**config.mk**
```make
export PLATFORM = sky130hd
export DESIGN_NAME = mult_div_unit_flat
export DESIGN_NICKNAME = d
export VERILOG_FILES = /design/src/rtl/mult_div_if.sv /design/src/rtl/mult_div_unit.sv /design/src/flat_wrapper.sv
export SDC_FILE = /design/constraint.sdc
export NUM_CORES = 1
export LEC_CHECK = 0
export CORE_MARGIN = 8
export CORE_UTILIZATION = 45
export DETAILED_ROUTE_END_ITERATION = 12
export HOLD_SLACK_MARGIN = 0.03
export PLACE_DENSITY = 0.7
export SYNTH_ARGS = -nofsm -noshare
export SYNTH_HDL_FRONTEND = slang
export SYNTH_SLANG_ARGS = --single-unit
```
**constraint.sdc**
```tcl
create_clock -name clk -period 19.05 [get_ports clk]
set_input_delay 5.715 -clock clk [delete_from_list [all_inputs] [get_ports clk]]
set_output_delay 5.715 -clock clk [all_outputs]
set_load 0.03 [all_outputs]
```
**src/rtl/mult_div_if.sv**
```systemverilog
// Request/result bundle between the EX stage and the multiply/divide unit.
// master drives operations and MTHI/MTLO writes; slave returns HI/LO and status.
interface mult_div_if #(
   parameter int WIDTH = 32
);
   logic             start;
   logic [1:0]       op;
   logic [WIDTH-1:0] rs_data;
   logic [WIDTH-1:0] rt_data;
   logic             hi_we;
   logic             lo_we;
   logic [WIDTH-1:0] wdata;
   logic [WIDTH-1:0] hi;
   logic [WIDTH-1:0] lo;
   logic             busy;
   logic             done;

   modport master (
      output start, op, rs_data, rt_data, hi_we, lo_we, wdata,
      input  hi, lo, busy, done
   );

   modport slave (
      input  start, op, rs_data, rt_data, hi_we, lo_we, wdata,
      output hi, lo, busy, done
   );
endinterface

```
**src/rtl/mult_div_unit.sv**
```systemverilog
// Iterative MULT/MULTU/DIV/DIVU unit with architectural HI/LO registers.
// Works on operand magnitudes for WIDTH cycles, then applies sign correction.
module mult_div_unit #(
   parameter int WIDTH = 32
) (
   input logic       clk,
   input logic       rst,
   mult_div_if.slave bus
);

   localparam int W2 = 2 * WIDTH;
   localparam int CW = (WIDTH > 1) ? $clog2(WIDTH) : 1;
   localparam logic [CW-1:0] LAST_CNT = CW'(WIDTH - 1);

   localparam logic [1:0] S_IDLE = 2'd0;
   localparam logic [1:0] S_RUN  = 2'd1;
   localparam logic [1:0] S_SIGN = 2'd2;

   localparam logic [1:0] OP_MULT  = 2'b00;
   localparam logic [1:0] OP_MULTU = 2'b01;
   localparam logic [1:0] OP_DIV   = 2'b10;
   localparam logic [1:0] OP_DIVU  = 2'b11;

   logic [1:0]       r_state;
   logic [CW-1:0]    r_cnt;
   logic             r_is_div;
   logic             r_neg_q;
   logic             r_neg_r;
   logic             r_div0;
   logic [W2-1:0]    r_mcand;
   logic [WIDTH-1:0] r_mplier;
   logic [W2-1:0]    r_prod;
   logic [WIDTH-1:0] r_rem;
   logic [WIDTH-1:0] r_quo;
   logic [WIDTH-1:0] r_dvsr;
   logic [WIDTH-1:0] r_hi;
   logic [WIDTH-1:0] r_lo;
   logic             r_busy;
   logic             r_done;

   logic             w_signed_op;
   logic             w_rs_neg;
   logic             w_rt_neg;
   logic [WIDTH-1:0] w_rs_mag;
   logic [WIDTH-1:0] w_rt_mag;
   logic [WIDTH:0]   w_shift;
   logic             w_fits;
   logic [WIDTH-1:0] w_rem_nxt;
   logic [WIDTH-1:0] w_quo_nxt;
   logic [W2-1:0]    w_prod_nxt;
   logic [W2-1:0]    w_prod_fin;
   logic [WIDTH-1:0] w_quo_fin;
   logic [WIDTH-1:0] w_rem_fin;

   function automatic logic [WIDTH-1:0] neg_w(input logic [WIDTH-1:0] v, input logic en);
      return en ? (~v + WIDTH'(1)) : v;
   endfunction

   function automatic logic [W2-1:0] neg_w2(input logic [W2-1:0] v, input logic en);
      return en ? (~v + W2'(1)) : v;
   endfunction

   // Operand decode: signed ops (MULT, DIV) have op[0] == 0
   always_comb begin
      w_signed_op = ~bus.op[0];
      w_rs_neg    = w_signed_op & bus.rs_data[WIDTH-1];
      w_rt_neg    = w_signed_op & bus.rt_data[WIDTH-1];
      w_rs_mag    = neg_w(bus.rs_data, w_rs_neg);
      w_rt_mag    = neg_w(bus.rt_data, w_rt_neg);
   end

   // One restoring-division step and one shift-add multiply step per cycle
   always_comb begin
      w_shift    = {r_rem, r_quo[WIDTH-1]};
      w_fits     = (w_shift >= {1'b0, r_dvsr});
      w_rem_nxt  = w_fits ? (w_shift[WIDTH-1:0] - r_dvsr) : w_shift[WIDTH-1:0];
      w_quo_nxt  = {r_quo[WIDTH-2:0], w_fits};
      w_prod_nxt = r_mplier[0] ? (r_prod + r_mcand) : r_prod;
   end

   // Sign correction; a zero divisor leaves the all-ones quotient untouched
   always_comb begin
      w_prod_fin = neg_w2(r_prod, r_neg_q);
      w_quo_fin  = r_div0 ? {WIDTH{1'b1}} : neg_w(r_quo, r_neg_q);
      w_rem_fin  = neg_w(r_rem, r_neg_r);
   end

   always_ff @(posedge clk or posedge rst) begin
      if (rst) begin
         r_state  <= S_IDLE;
         r_cnt    <= '0;
         r_is_div <= 1'b0;
         r_neg_q  <= 1'b0;
         r_neg_r  <= 1'b0;
         r_div0   <= 1'b0;
         r_mcand  <= '0;
         r_mplier <= '0;
         r_prod   <= '0;
         r_rem    <= '0;
         r_quo    <= '0;
         r_dvsr   <= '0;
         r_hi     <= '0;
         r_lo     <= '0;
         r_busy   <= 1'b0;
         r_done   <= 1'b0;
      end else begin
         r_done <= 1'b0;

         // MTHI/MTLO only while idle; a same-edge start is overwritten later by the result
         if (!r_busy && bus.hi_we) r_hi <= bus.wdata;
         if (!r_busy && bus.lo_we) r_lo <= bus.wdata;

         case (r_state)
            S_IDLE: begin
               if (bus.start) begin
                  r_state  <= S_RUN;
                  r_busy   <= 1'b1;
                  r_cnt    <= '0;
                  r_is_div <= (bus.op == OP_DIV) || (bus.op == OP_DIVU);
                  r_neg_q  <= w_rs_neg ^ w_rt_neg;
                  r_neg_r  <= w_rs_neg;
                  r_div0   <= ((bus.op == OP_DIV) || (bus.op == OP_DIVU)) &&
                              (bus.rt_data == '0);
                  r_mcand  <= {{WIDTH{1'b0}}, w_rs_mag};
                  r_mplier <= w_rt_mag;
                  r_prod   <= '0;
                  r_rem    <= '0;
                  r_quo    <= w_rs_mag;
                  r_dvsr   <= w_rt_mag;
               end
            end

            S_RUN: begin
               r_cnt <= r_cnt + CW'(1);
               if (r_is_div) begin
                  r_rem <= w_rem_nxt;
                  r_quo <= w_quo_nxt;
               end else begin
                  r_prod   <= w_prod_nxt;
                  r_mcand  <= {r_mcand[W2-2:0], 1'b0};
                  r_mplier <= {1'b0, r_mplier[WIDTH-1:1]};
               end
               if (r_cnt == LAST_CNT) r_state <= S_SIGN;
            end

            S_SIGN: begin
               if (r_is_div) begin
                  r_hi <= w_rem_fin;
                  r_lo <= w_quo_fin;
               end else begin
                  r_hi <= w_prod_fin[W2-1:WIDTH];
                  r_lo <= w_prod_fin[WIDTH-1:0];
               end
               r_done  <= 1'b1;
               r_busy  <= 1'b0;
               r_state <= S_IDLE;
            end

            default: begin
               r_state <= S_IDLE;
               r_busy  <= 1'b0;
            end
         endcase
      end
   end

   assign bus.hi   = r_hi;
   assign bus.lo   = r_lo;
   assign bus.busy = r_busy;
   assign bus.done = r_done;

endmodule

```
**src/flat_wrapper.sv**
```systemverilog
// flat-port wrapper written by rule: the top's interface ports become plain ports
module mult_div_unit_flat 
#(
   parameter int WIDTH = 32
)
  (clk, rst, bus_start, bus_op, bus_rs_data, bus_rt_data, bus_hi_we, bus_lo_we, bus_wdata, bus_hi, bus_lo, bus_busy, bus_done);
  mult_div_if #(.WIDTH(WIDTH)) bus_i ();
  input logic clk;
  input logic rst;
  input wire logic [$bits(bus_i.start)-1:0] bus_start;
  input wire logic [$bits(bus_i.op)-1:0] bus_op;
  input wire logic [$bits(bus_i.rs_data)-1:0] bus_rs_data;
  input wire logic [$bits(bus_i.rt_data)-1:0] bus_rt_data;
  input wire logic [$bits(bus_i.hi_we)-1:0] bus_hi_we;
  input wire logic [$bits(bus_i.lo_we)-1:0] bus_lo_we;
  input wire logic [$bits(bus_i.wdata)-1:0] bus_wdata;
  output wire logic [$bits(bus_i.hi)-1:0] bus_hi;
  output wire logic [$bits(bus_i.lo)-1:0] bus_lo;
  output wire logic [$bits(bus_i.busy)-1:0] bus_busy;
  output wire logic [$bits(bus_i.done)-1:0] bus_done;
  assign bus_i.start = bus_start;
  assign bus_i.op = bus_op;
  assign bus_i.rs_data = bus_rs_data;
  assign bus_i.rt_data = bus_rt_data;
  assign bus_i.hi_we = bus_hi_we;
  assign bus_i.lo_we = bus_lo_we;
  assign bus_i.wdata = bus_wdata;
  assign bus_hi = bus_i.hi;
  assign bus_lo = bus_i.lo;
  assign bus_busy = bus_i.busy;
  assign bus_done = bus_i.done;
  mult_div_unit #(.WIDTH(WIDTH)) u_core (.clk(clk), .rst(rst), .bus(bus_i));
endmodule
```
# [Yosys cells after proc, flatten, opt, wreduce, memory -nomap -nowiden]
# Cells that the tools add are included.
[totals] out_inout_bits=66 ff_bits=333 in_bits=103
[op_classes] mux=37 add_sub_neg=8 n_lt_le_gt_ge=1 bitwise=10 eq_ne=10 reduce_logical=17
[op_table] op="two-way mux 32 bit" count=18
[op_table] op="two-way mux 64 bit" count=6
[op_table] op="case mux 64 bit (2 select lines)" count=2
[op_table] op="case mux 32 bit (2 select lines)" count=3
[op_table] op="adder 32 x 1 -> 32 bit, second input constant" count=4
[op_table] op="NOT 32 bit" count=4
[op_table] op="adder 64 x 1 -> 64 bit, second input constant" count=1
[op_table] op="adder 64 bit" count=1
[op_table] op="NOT 64 bit" count=1
[op_table] op="greater-or-equal comparator 33 x 32 -> 1 bit" count=1
[op_table] op="zero test 32 bit" count=1
[op_table] op="subtractor 32 bit" count=1
[op_table] op="case mux 5 bit (2 select lines)" count=1
[op_table] op="AND reduction 2 bit" count=4
[op_table] op="== test 2 bit, second input constant" count=3
[op_table] op="inequality test 2 x 1 -> 1 bit, second input constant" count=3
[op_table] op="AND reduction 3 bit" count=2
[op_table] op="nonzero test 2 bit" count=3
[op_table] op="adder 5 x 1 -> 5 bit, second input constant" count=1
[op_table] op="== test 5 bit, second input constant" count=1
[op_table] op="two-way mux 5 bit" count=1
[op_table] op="two-way mux 2 bit" count=2
[op_table] op="inequality test 2 bit, second input constant" count=2
[op_table] op="case mux 2 bit (2 select lines)" count=1
[op_table] op="11 further kinds" count=16

# [Longest topological paths before layout]
# Gate-level depths: netlist of run 1.
[depth] ltp_word=6 depth_mapped=15 depth_no_buf=15

# [Least setup slack after synthesis of run 1]
# OpenSTA, ideal clock, no wires.
[synth_timing] path_type="in2reg" from="input port bus_rs_data[6]" to="register u_core.r_quo[30]" arrival_time_ns=8.181 path_stages=11 slack_ns=10.732 n_path_buf=0 path_cell_list="or4_1 -> nor4_1 -> nand2b_1 -> nor3_1 -> nand2_1 -> or3_1 -> o41ai_1 -> xor2_1 -> nand2_1 -> o21ai_0 -> a21oi_1"
[synth_via] elab_chain_cells=5
[synth_lines] item="from (decl)" line_no="flat_wrapper.sv:12" text="input wire logic [$bits(bus_i.rs_data)-1:0] bus_rs_data;"
[synth_lines] item="NOT 32 bit" line_no="mult_div_unit.sv:56" text="return en ? (~v + WIDTH'(1)) : v;"
[synth_lines] item="adder 32 x 1 -> 32 bit" line_no="mult_div_unit.sv:56"
[synth_lines] item="two-way mux 32 bit" line_no="mult_div_unit.sv:56"
[synth_lines] item="two-way mux 32 bit" line_no="mult_div_unit.sv:115" text="if (bus.start) begin"
[synth_lines] item="case mux 32 bit (2 select lines)" line_no="mult_div_unit.sv:113" text="case (r_state)"
[synth_lines] item="to (signal assigned)" line_no="mult_div_unit.sv:128" text="r_quo <= w_rs_mag;"
[synth_lines] item="to (signal assigned)" line_no="mult_div_unit.sv:137" text="r_quo <= w_quo_nxt;"
[synth_lines] item="to (decl)" line_no="mult_div_unit.sv:34" text="logic [WIDTH-1:0] r_quo;"
# Every way passes these cells. The select of a mux whose other input is x is not followed.
# A chain may end at the register's enable or synchronous reset.

# [Worst setup path in the final report of run 1]
[layout_timing] from="input port bus_rs_data[6]" to="register u_core.r_mcand[30]"
[layout_via] elab_chain_cells=5
[layout_lines] item="NOT 32 bit" line_no="mult_div_unit.sv:56"
[layout_lines] item="adder 32 x 1 -> 32 bit" line_no="mult_div_unit.sv:56"
[layout_lines] item="two-way mux 32 bit" line_no="mult_div_unit.sv:56"
[layout_lines] item="two-way mux 64 bit" line_no="mult_div_unit.sv:115"
[layout_lines] item="case mux 64 bit (2 select lines)" line_no="mult_div_unit.sv:113"
[layout_lines] item="to (signal assigned)" line_no="mult_div_unit.sv:124" text="r_mcand <= {{WIDTH{1'b0}}, w_rs_mag};"
[layout_lines] item="to (signal assigned)" line_no="mult_div_unit.sv:140" text="r_mcand <= {r_mcand[W2-2:0], 1'b0};"
[layout_lines] item="to (decl)" line_no="mult_div_unit.sv:30" text="logic [W2-1:0] r_mcand;"
# Every way passes these cells. The select of a mux whose other input is x is not followed.

==> results of run 1 <==
-- state kept, by name (all words and copies together) (netlist names), 5 cells and up --
name and flops:
u_core.r_cnt 5, u_core.r_prod 64, u_core.bus.lo 32, u_core.r_dvsr 32, u_core.r_mcand 64, u_core.r_quo 32
u_core.bus.hi 32, u_core.r_rem 32, u_core.r_mplier 32
-- critical path, stage by stage --
cell,delay [ps]
clkdlybuf4s50_1,450
or4_1,580
nor4_1,290
nand2b_1,140
nor3_1,280
nand2_1,190
or3_1,500
o41ai_1,430
xor2_1,170
nand2_1,80
o21ai_0,100
o21ai_0,100
-- metal layers --
| metal | GRT usage, % | part of all wire (%) | up-vias |
|---|---|---|---|
| met4 | 7.82 | 3.1 | 0 |
| met2 | 41.5 | 46 | 729 |
| li1 | - | - | 10115 |
| met1 | 33.7 | 43 | 10406 |
| met3 | 4.62 | 7.6 | 127 |
| met5 | 0 | 0 | - |
-- final timing paths --
check	start	to	slack [ps]
min in group asynchronous	rst	u_core.bus.lo[27]	5630
worst min-delay path	u_core.r_mplier[20]	u_core.r_mplier[20]	480
max in group asynchronous	rst	u_core.r_prod[46]	11100
worst max register to register	u_core.r_prod[5]	u_core.r_prod[60]	14750
worst max-delay path	bus_rs_data[6]	u_core.r_mcand[30]	10410
worst min register to register	u_core.r_mplier[20]	u_core.r_mplier[20]	480
-- stage by stage --
stage	worst slack, ps	utilization (%)	hold slack, ps	power, mW
2_1_floorplan	4110	-	449	3.26
6_report	10410	52.5	480	4.91
4_1_cts	10450	52.5	483	4.89
3_3_place_gp	9930	49.8	465	4.02
5_1_grt	10160	52.5	500	5.28
3_5_place_dp	9880	49.8	471	4.09
-- report_power, final --
part	total (mW)	internal (mW)	switching, mW	leakage, nW
registers	1.40	1.01	0.390	4.14
clock network	0.790	0.475	0.315	0.655
logic	2.72	1.07	1.65	6.32
-- cell usage in the layout (no fill, tap or decap), types with 44 or more instances in the layout --
master / synthesis / routed
o21ai_0: 392 / 391
nand2_1: 341 / 340
dfrtp_1: 333 / 331
a21oi_1: 215 / 214
nor2_1: 187 / 185
clkdlybuf4s50_1: 0 / 168
xnor2_1: 148 / 148
xor2_1: 114 / 114
ha_1: 102 / 102
nand3_1: 89 / 89
inv_1: 73 / 72
a21o_1: 69 / 68
o31ai_1: 44 / 44
-- logic make-up (layout without fill, tap and decap cells) --
| family | after synthesis | after routing | share of synthesized area, % |
|---|---|---|---|
| simple gates | 839 | 839 | 17.1 |
| fa+ha+maj | 104 | 104 | 5.76 |
| compound gates | 978 | 978 | 26.1 |
| mux | 14 | 14 | 0.619 |
| flops | 333 | 333 | 36.5 |
| xor+xnor | 262 | 262 | 10.0 |
| buf+inv | 234 | 335 | 3.88 |
-- area by class of cell --
| class | count | area share, % |
|---|---|---|
| repair buffers | 190 | 7.06 |
| well taps | 672 | 3.19 |
| clock buffers | 60 | 4.55 |
| clock inverters | 12 | 0.570 |
| inverters | 73 | 1.07 |
| flip-flops and latches | 333 | 31.7 |
| multi-input cells | 2197 | 51.9 |
==> run_summary.xml, run 1 <==
<?xml version="1.0" encoding="UTF-8"?>
<metrics>
  <group name="yosys">
    <metric name="post_synth_inst_count" unit="">2764</metric>
    <metric name="postSynthAreaPerCell" unit="um2">8.26</metric>
    <metric name="number_of_enable_flip_flop_cells_after_synthesis" unit="">0</metric>
    <metric name="proportion_of_synthesized_flip_flops_having_asynchronous_set_or_reset" unit="%">100</metric>
    <metric name="top_cells_by_area_synth" unit="">dfrtp_1, o21ai_0, xnor2_1</metric>
    <metric name="postSynthRegisterBits" unit="">333</metric>
    <metric name="yosys.area.top_type_share" unit="%">36.5</metric>
    <metric name="synth_area" unit="mm2">0.0228</metric>
    <metric name="yosysWarningCount" unit="">0</metric>
    <metric name="postSynthNetCount" unit="">2971</metric>
    <metric name="ys_types" unit="">70</metric>
    <metric name="seq_area_frac_synth" unit="%">36.5</metric>
    <metric name="netlist_top_cells_count" unit="">o21ai_0, nand2_1, dfrtp_1, a21oi_1, nor2_1</metric>
    <metric name="synthFlopType" unit="">dfrtp_1</metric>
    <metric name="yosys.cell_count.top_type" unit="">o21ai_0</metric>
    <metric name="synthDominantAreaCellType" unit="">dfrtp_1</metric>
  </group>
  <group name="clock_network">
    <metric name="tritoncts.num_buffers" unit="">40</metric>
    <metric name="worst_skew_late_latency" unit="ps">580</metric>
    <metric name="clockRootBuffer" unit="">clkbuf_16</metric>
    <metric name="buffers_from_clock_root_to_sink_at_most" unit="">3</metric>
    <metric name="postCtsSetupBuffers" unit="">0</metric>
    <metric name="cts_tree" unit="">built</metric>
    <metric name="ctsHtreeMaxLevel" unit="">2</metric>
    <metric name="clock_transition_at_the_registers_of_the_reported_paths" unit="ps">60</metric>
    <metric name="numClockSinks" unit="">333</metric>
    <metric name="postCtsHoldBufs" unit="">0</metric>
    <metric name="ctsResizeCount" unit="">0</metric>
  </group>
  <group name="finish">
    <metric name="sequential_cell_area" unit="mm2">0.00834</metric>
    <metric name="final_layout_size_suffix_gt1_share" unit="%">3.98</metric>
    <metric name="antennaDiodeCount" unit="">0</metric>
    <metric name="multi_input_comb_area" unit="mm2">0.0137</metric>
    <metric name="synthToLayoutAreaGrowth" unit="%">15.3</metric>
    <metric name="fillCellCount" unit="">4605</metric>
    <metric name="layoutNonFillerInstCount" unit="">3537</metric>
    <metric name="finalInstanceArea" unit="mm2">0.0263</metric>
    <metric name="nets" unit="">3042</metric>
  </group>
  <group name="setup_path">
    <metric name="critical_path.startpoint_type" unit="">primary input</metric>
    <metric name="crit_required" unit="ps">19440</metric>
    <metric name="cp_data_arrival_time" unit="ps">9030</metric>
    <metric name="worst_r2r_path_depth" unit="">12</metric>
    <metric name="biggest_fanout_along_the_worst_timing_path" unit="">6</metric>
    <metric name="timing.critical_path.to_type" unit="">flip-flop</metric>
    <metric name="worst_setup_path_class" unit="">primary input to flip-flop</metric>
  </group>
  <group name="power_and_ir_drop">
    <metric name="power.density" unit="mW/mm2">186</metric>
    <metric name="ir_worst_vdd" unit="mV">0.106</metric>
    <metric name="p_leak" unit="nW">11.1</metric>
  </group>
  <group name="drt">
    <metric name="wl_per_cell" unit="um">21.2</metric>
    <metric name="detailedRoute.firstPassIterationCount" unit="">8</metric>
    <metric name="drcViolationCount" unit="">0</metric>
    <metric name="totalWireLength" unit="mm">74.8</metric>
    <metric name="number_of_vias_in_the_routed_layout" unit="">21377</metric>
    <metric name="avgViaCountPerCell" unit="">6.04</metric>
    <metric name="detailedRoute.firstIterationViolations" unit="">1826</metric>
    <metric name="detail-route-antenna-nets" unit="">0</metric>
  </group>
  <group name="grt">
    <metric name="first_global_vias" unit="">20098</metric>
    <metric name="gr-total-overflow" unit="">0</metric>
    <metric name="number_of_antenna_violations_at_the_first_check_in_global_routing" unit="">3</metric>
    <metric name="grt_util_all_layers" unit="%">25.3</metric>
    <metric name="grt_pass1_wl" unit="mm">116</metric>
    <metric name="grt_max_degree" unit="">171</metric>
  </group>
  <group name="placement">
    <metric name="placed_cells_incl_taps" unit="">3465</metric>
    <metric name="routabilityCongestion" unit="">0.955</metric>
    <metric name="hpwlAfterDp" unit="mm">56.5</metric>
    <metric name="place.port_buffers" unit="">168</metric>
    <metric name="total_cell_area_at_the_placement_stage" unit="mm2">0.0250</metric>
  </group>
  <group name="sta">
    <metric name="final-max-slew-violation-count" unit="">0</metric>
    <metric name="setup_repair_after_global_routing_missed_its_margin" unit="">no</metric>
    <metric name="skew" unit="ps">26.1</metric>
    <metric name="maxClockFrequency" unit="MHz">116</metric>
    <metric name="finalSetupTns" unit="ps">0</metric>
    <metric name="setup_violations" unit="">0</metric>
    <metric name="fin_crit" unit="ps">8640</metric>
    <metric name="final_min_period_over_clock_period" unit="%">45.3</metric>
    <metric name="max-slew-margin-rel" unit="%">23.9</metric>
    <metric name="timing_hold_violations_final" unit="">0</metric>
    <metric name="max_slew.worst_pin.slew" unit="ps">1140</metric>
  </group>
  <group name="floorplanning">
    <metric name="chipWidth" unit="um">241</metric>
    <metric name="rows" unit="">82</metric>
    <metric name="initial_core_utilization" unit="%">45.5</metric>
    <metric name="die_height" unit="um">241</metric>
    <metric name="floorplan.io_pins" unit="">169</metric>
    <metric name="core" unit="mm2">0.0502</metric>
    <metric name="fp.dieArea" unit="mm2">0.0582</metric>
  </group>
  <group name="min_path">
    <metric name="worstHoldPathCells" unit="">2</metric>
    <metric name="timing.hold.worst.class" unit="">flip-flop to flip-flop</metric>
  </group>
  <group name="outcome">
    <metric name="status" unit="">completed</metric>
  </group>
  <group name="run">
    <metric name="maxCapViolCount" unit="">0</metric>
  </group>
</metrics>
No activity file was read; power rests on OpenSTA's default activity.
==> inputs of run 2 (changes only) <==
- clock period: 19.05 -> 8.1 ns (I/O delays scaled with it)
==> run 2 against run 1 <==
Clock skew up 7.1 ps. Sequential power up 130%. Sequential cell count unchanged. Utilization about the same. Critical path type unchanged.
==> run_summary.xml, run 2 (synthesis gave the netlist of run 1 again) <==
<?xml version="1.0" encoding="UTF-8"?>
<metrics>
  <group name="drt">
    <metric name="drcViolationCount" unit="">0</metric>
    <metric name="avgViaCountPerCell" unit="">6.09</metric>
    <metric name="number_of_vias_in_the_routed_layout" unit="">21541</metric>
    <metric name="totalWireLength" unit="mm">75.1</metric>
    <metric name="detailedRoute.firstPassIterationCount" unit="">6</metric>
    <metric name="detailedRoute.firstIterationViolations" unit="">1976</metric>
    <metric name="wl_per_cell" unit="um">21.2</metric>
    <metric name="detail-route-antenna-nets" unit="">0</metric>
  </group>
  <group name="grt">
    <metric name="groute.layer.met3.usage" unit="%">4.53</metric>
    <metric name="number_of_antenna_violations_at_the_first_check_in_global_routing" unit="">1</metric>
    <metric name="first_global_vias" unit="">20669</metric>
    <metric name="grt_util_all_layers" unit="%">25.4</metric>
    <metric name="grt_max_degree" unit="">179</metric>
    <metric name="grt_pass1_wl" unit="mm">117</metric>
    <metric name="use_met2" unit="%">40.6</metric>
    <metric name="gr-total-overflow" unit="">0</metric>
    <metric name="met1_usage" unit="%">34.0</metric>
    <metric name="grt_most_used_layer" unit="">met2</metric>
  </group>
  <group name="floorplanning">
    <metric name="core" unit="mm2">0.0502</metric>
    <metric name="rows" unit="">82</metric>
    <metric name="chipWidth" unit="um">241</metric>
    <metric name="initial_core_utilization" unit="%">45.5</metric>
    <metric name="fp.dieArea" unit="mm2">0.0582</metric>
    <metric name="floorplan.io_pins" unit="">169</metric>
    <metric name="die_height" unit="um">241</metric>
  </group>
  <group name="sta">
    <metric name="maxClockFrequency" unit="MHz">185</metric>
    <metric name="setup_repair_after_global_routing_missed_its_margin" unit="">no</metric>
    <metric name="timing_hold_violations_final" unit="">0</metric>
    <metric name="setup_ws" unit="ps">2710</metric>
    <metric name="finalSetupTns" unit="ps">0</metric>
    <metric name="final.hold.worst_slack" unit="ps">482</metric>
    <metric name="final-max-slew-violation-count" unit="">0</metric>
    <metric name="setup_violations" unit="">0</metric>
    <metric name="final_min_period_over_clock_period" unit="%">66.6</metric>
    <metric name="skew" unit="ps">33.2</metric>
    <metric name="fin_crit" unit="ps">5390</metric>
    <metric name="max_slew.worst_pin.slew" unit="ps">1050</metric>
    <metric name="max-slew-margin-rel" unit="%">30.3</metric>
  </group>
  <group name="min_path">
    <metric name="timing.hold.worst.class" unit="">flip-flop to flip-flop</metric>
  </group>
  <group name="finish">
    <metric name="largest_registers" unit="">u_core.r_mcand x64, u_core.r_prod x64</metric>
    <metric name="layout_common_cells" unit="">o21ai_0, nand2_1, dfrtp_1</metric>
    <metric name="layoutNonFillerInstCount" unit="">3535</metric>
    <metric name="layout.cells.most_common" unit="">o21ai_0</metric>
    <metric name="final_layout_size_suffix_gt1_share" unit="%">3.84</metric>
    <metric name="synthToLayoutAreaGrowth" unit="%">15.2</metric>
    <metric name="nets" unit="">3041</metric>
    <metric name="fillCellCount" unit="">4640</metric>
    <metric name="multi_input_comb_area" unit="mm2">0.0137</metric>
    <metric name="sequential_cell_area" unit="mm2">0.00834</metric>
  </group>
  <group name="power_and_ir_drop">
    <metric name="p_total" unit="mW">11.5</metric>
    <metric name="cell_internal_pwr" unit="mW">5.98</metric>
    <metric name="power.density" unit="mW/mm2">437</metric>
    <metric name="p_switching" unit="mW">5.53</metric>
    <metric name="power.share.combinational" unit="%">55.5</metric>
    <metric name="pwr-share-clk" unit="%">16.0</metric>
    <metric name="swShare" unit="%">48.0</metric>
    <metric name="p_leak" unit="nW">11.1</metric>
    <metric name="ir_worst_vdd" unit="mV">0.246</metric>
    <metric name="sequentialPowerShare" unit="%">28.5</metric>
  </group>
  <group name="clock_network">
    <metric name="cts_tree" unit="">built</metric>
    <metric name="worst_skew_late_latency" unit="ps">580</metric>
    <metric name="clockRootBuffer" unit="">clkbuf_16</metric>
    <metric name="numClockSinks" unit="">333</metric>
    <metric name="ctsResizeCount" unit="">0</metric>
    <metric name="postCtsHoldBufs" unit="">0</metric>
    <metric name="tritoncts.num_buffers" unit="">40</metric>
    <metric name="clock_transition_at_the_registers_of_the_reported_paths" unit="ps">60</metric>
    <metric name="buffers_from_clock_root_to_sink_at_most" unit="">3</metric>
    <metric name="postCtsSetupBuffers" unit="">0</metric>
    <metric name="ctsHtreeMaxLevel" unit="">2</metric>
  </group>
  <group name="setup_path">
    <metric name="worst_setup_path_class" unit="">primary input to flip-flop</metric>
    <metric name="biggest_fanout_along_the_worst_timing_path" unit="">6</metric>
    <metric name="slowest_delay" unit="ps">580</metric>
    <metric name="cp_top_family" unit="">simple AND/OR/NAND/NOR gates</metric>
    <metric name="critical_path_cell_by_cell" unit="">clkdlybuf4s50_1 -&gt; or4_1 -&gt; nor4_1 -&gt; nand2b_1 -&gt; nor3_1 -&gt; nand2_1 -&gt; or3_1 -&gt; o41ai_1 -&gt; xor2_1 -&gt; nand2_1 -&gt; o21ai_0 -&gt; o21ai_0</metric>
    <metric name="critical_path.startpoint_type" unit="">primary input</metric>
    <metric name="crit_required" unit="ps">8510</metric>
    <metric name="crit_slowest_cell" unit="">or4_1</metric>
    <metric name="timing.critical_path.to_type" unit="">flip-flop</metric>
    <metric name="worstPathBufferInverterCount" unit="">1</metric>
    <metric name="cp_data_arrival_time" unit="ps">5800</metric>
  </group>
  <group name="outcome">
    <metric name="status" unit="">completed</metric>
  </group>
  <group name="placement">
    <metric name="preCtsSetupSlack" unit="ps">2190</metric>
    <metric name="routabilityCongestion" unit="">0.917</metric>
    <metric name="hpwlAfterDp" unit="mm">56.2</metric>
    <metric name="place.port_buffers" unit="">168</metric>
    <metric name="placed_cells_incl_taps" unit="">3464</metric>
  </group>
  <group name="run">
    <metric name="maxCapViolCount" unit="">0</metric>
  </group>
</metrics>
==> run 2: layer usage <==
| layer | wire length [um] | vias to the layer above |
|---|---|---|
| met1 | 32600 | 10506 |
| met2 | 34100 | 749 |
| met5 | 0 | - |
| met3 | 5300 | 151 |
| met4 | 3110 | 0 |
| li1 | - | 10135 |
==> run 2: power groups by stage <==
| stage | Sequential (mW) | Clock [mW] | Combinational [mW] |
|---|---|---|---|
| after global routing | 3.36 | 1.94 | 7.10 |
| after global placement | 3.27 | 0 | 6.21 |
| final | 3.28 | 1.84 | 6.38 |
| after floorplan | 3.22 | 0 | 4.44 |
| after CTS | 3.26 | 1.87 | 6.37 |
| after detailed placement | 3.28 | 0 | 6.34 |
==> run 2: worst paths after layout <==
path                                   start            endpoint  slack [ps]  depth (start not counted)
setup / recovery              bus_rs_data[7]  u_core.r_mcand[30]        2710                         12
hold / removal             u_core.r_dvsr[27]   u_core.r_dvsr[27]         480                          2
setup reg to reg            u_core.r_prod[5]   u_core.r_prod[60]        3880                         12
hold reg to reg            u_core.r_dvsr[27]   u_core.r_dvsr[27]         480                          2
max in group asynchronous                rst   u_core.r_prod[11]        4730                          3
min in group asynchronous                rst    u_core.bus.lo[6]        2110                          2
==> run 2: worst reg2reg max path: stages (launching register included) <==
cell and delay [ps]:
dfrtp_1 440, ha_1 380, a21o_1 210, or3_1 320
o21bai_1 290, a31oi_1 320, a2111oi_0 840, or3_1 260
a21oi_1 100, or3b_2 460, a31oi_1 220, xor2_1 170
o21ai_0 90
==> run 2: per-stage QoR <==
step                area, um2  util [%]
floorplan               22800         -
global placement        25000      49.8
global route            26300      52.4
detailed placement      25000      49.8
finish                  26300      52.4
CTS                     26300      52.4
==> run 2: layout make-up <==
type | count | share of cell area (%)
multi-input combinational | 2197 | 52.0
sequential | 333 | 31.7
inverter | 73 | 1.06
clock inverter | 14 | 0.742
tap | 672 | 3.20
clock buffer | 56 | 4.26
antenna | 1 | 0.00951
timing repair buffer | 189 | 7.09
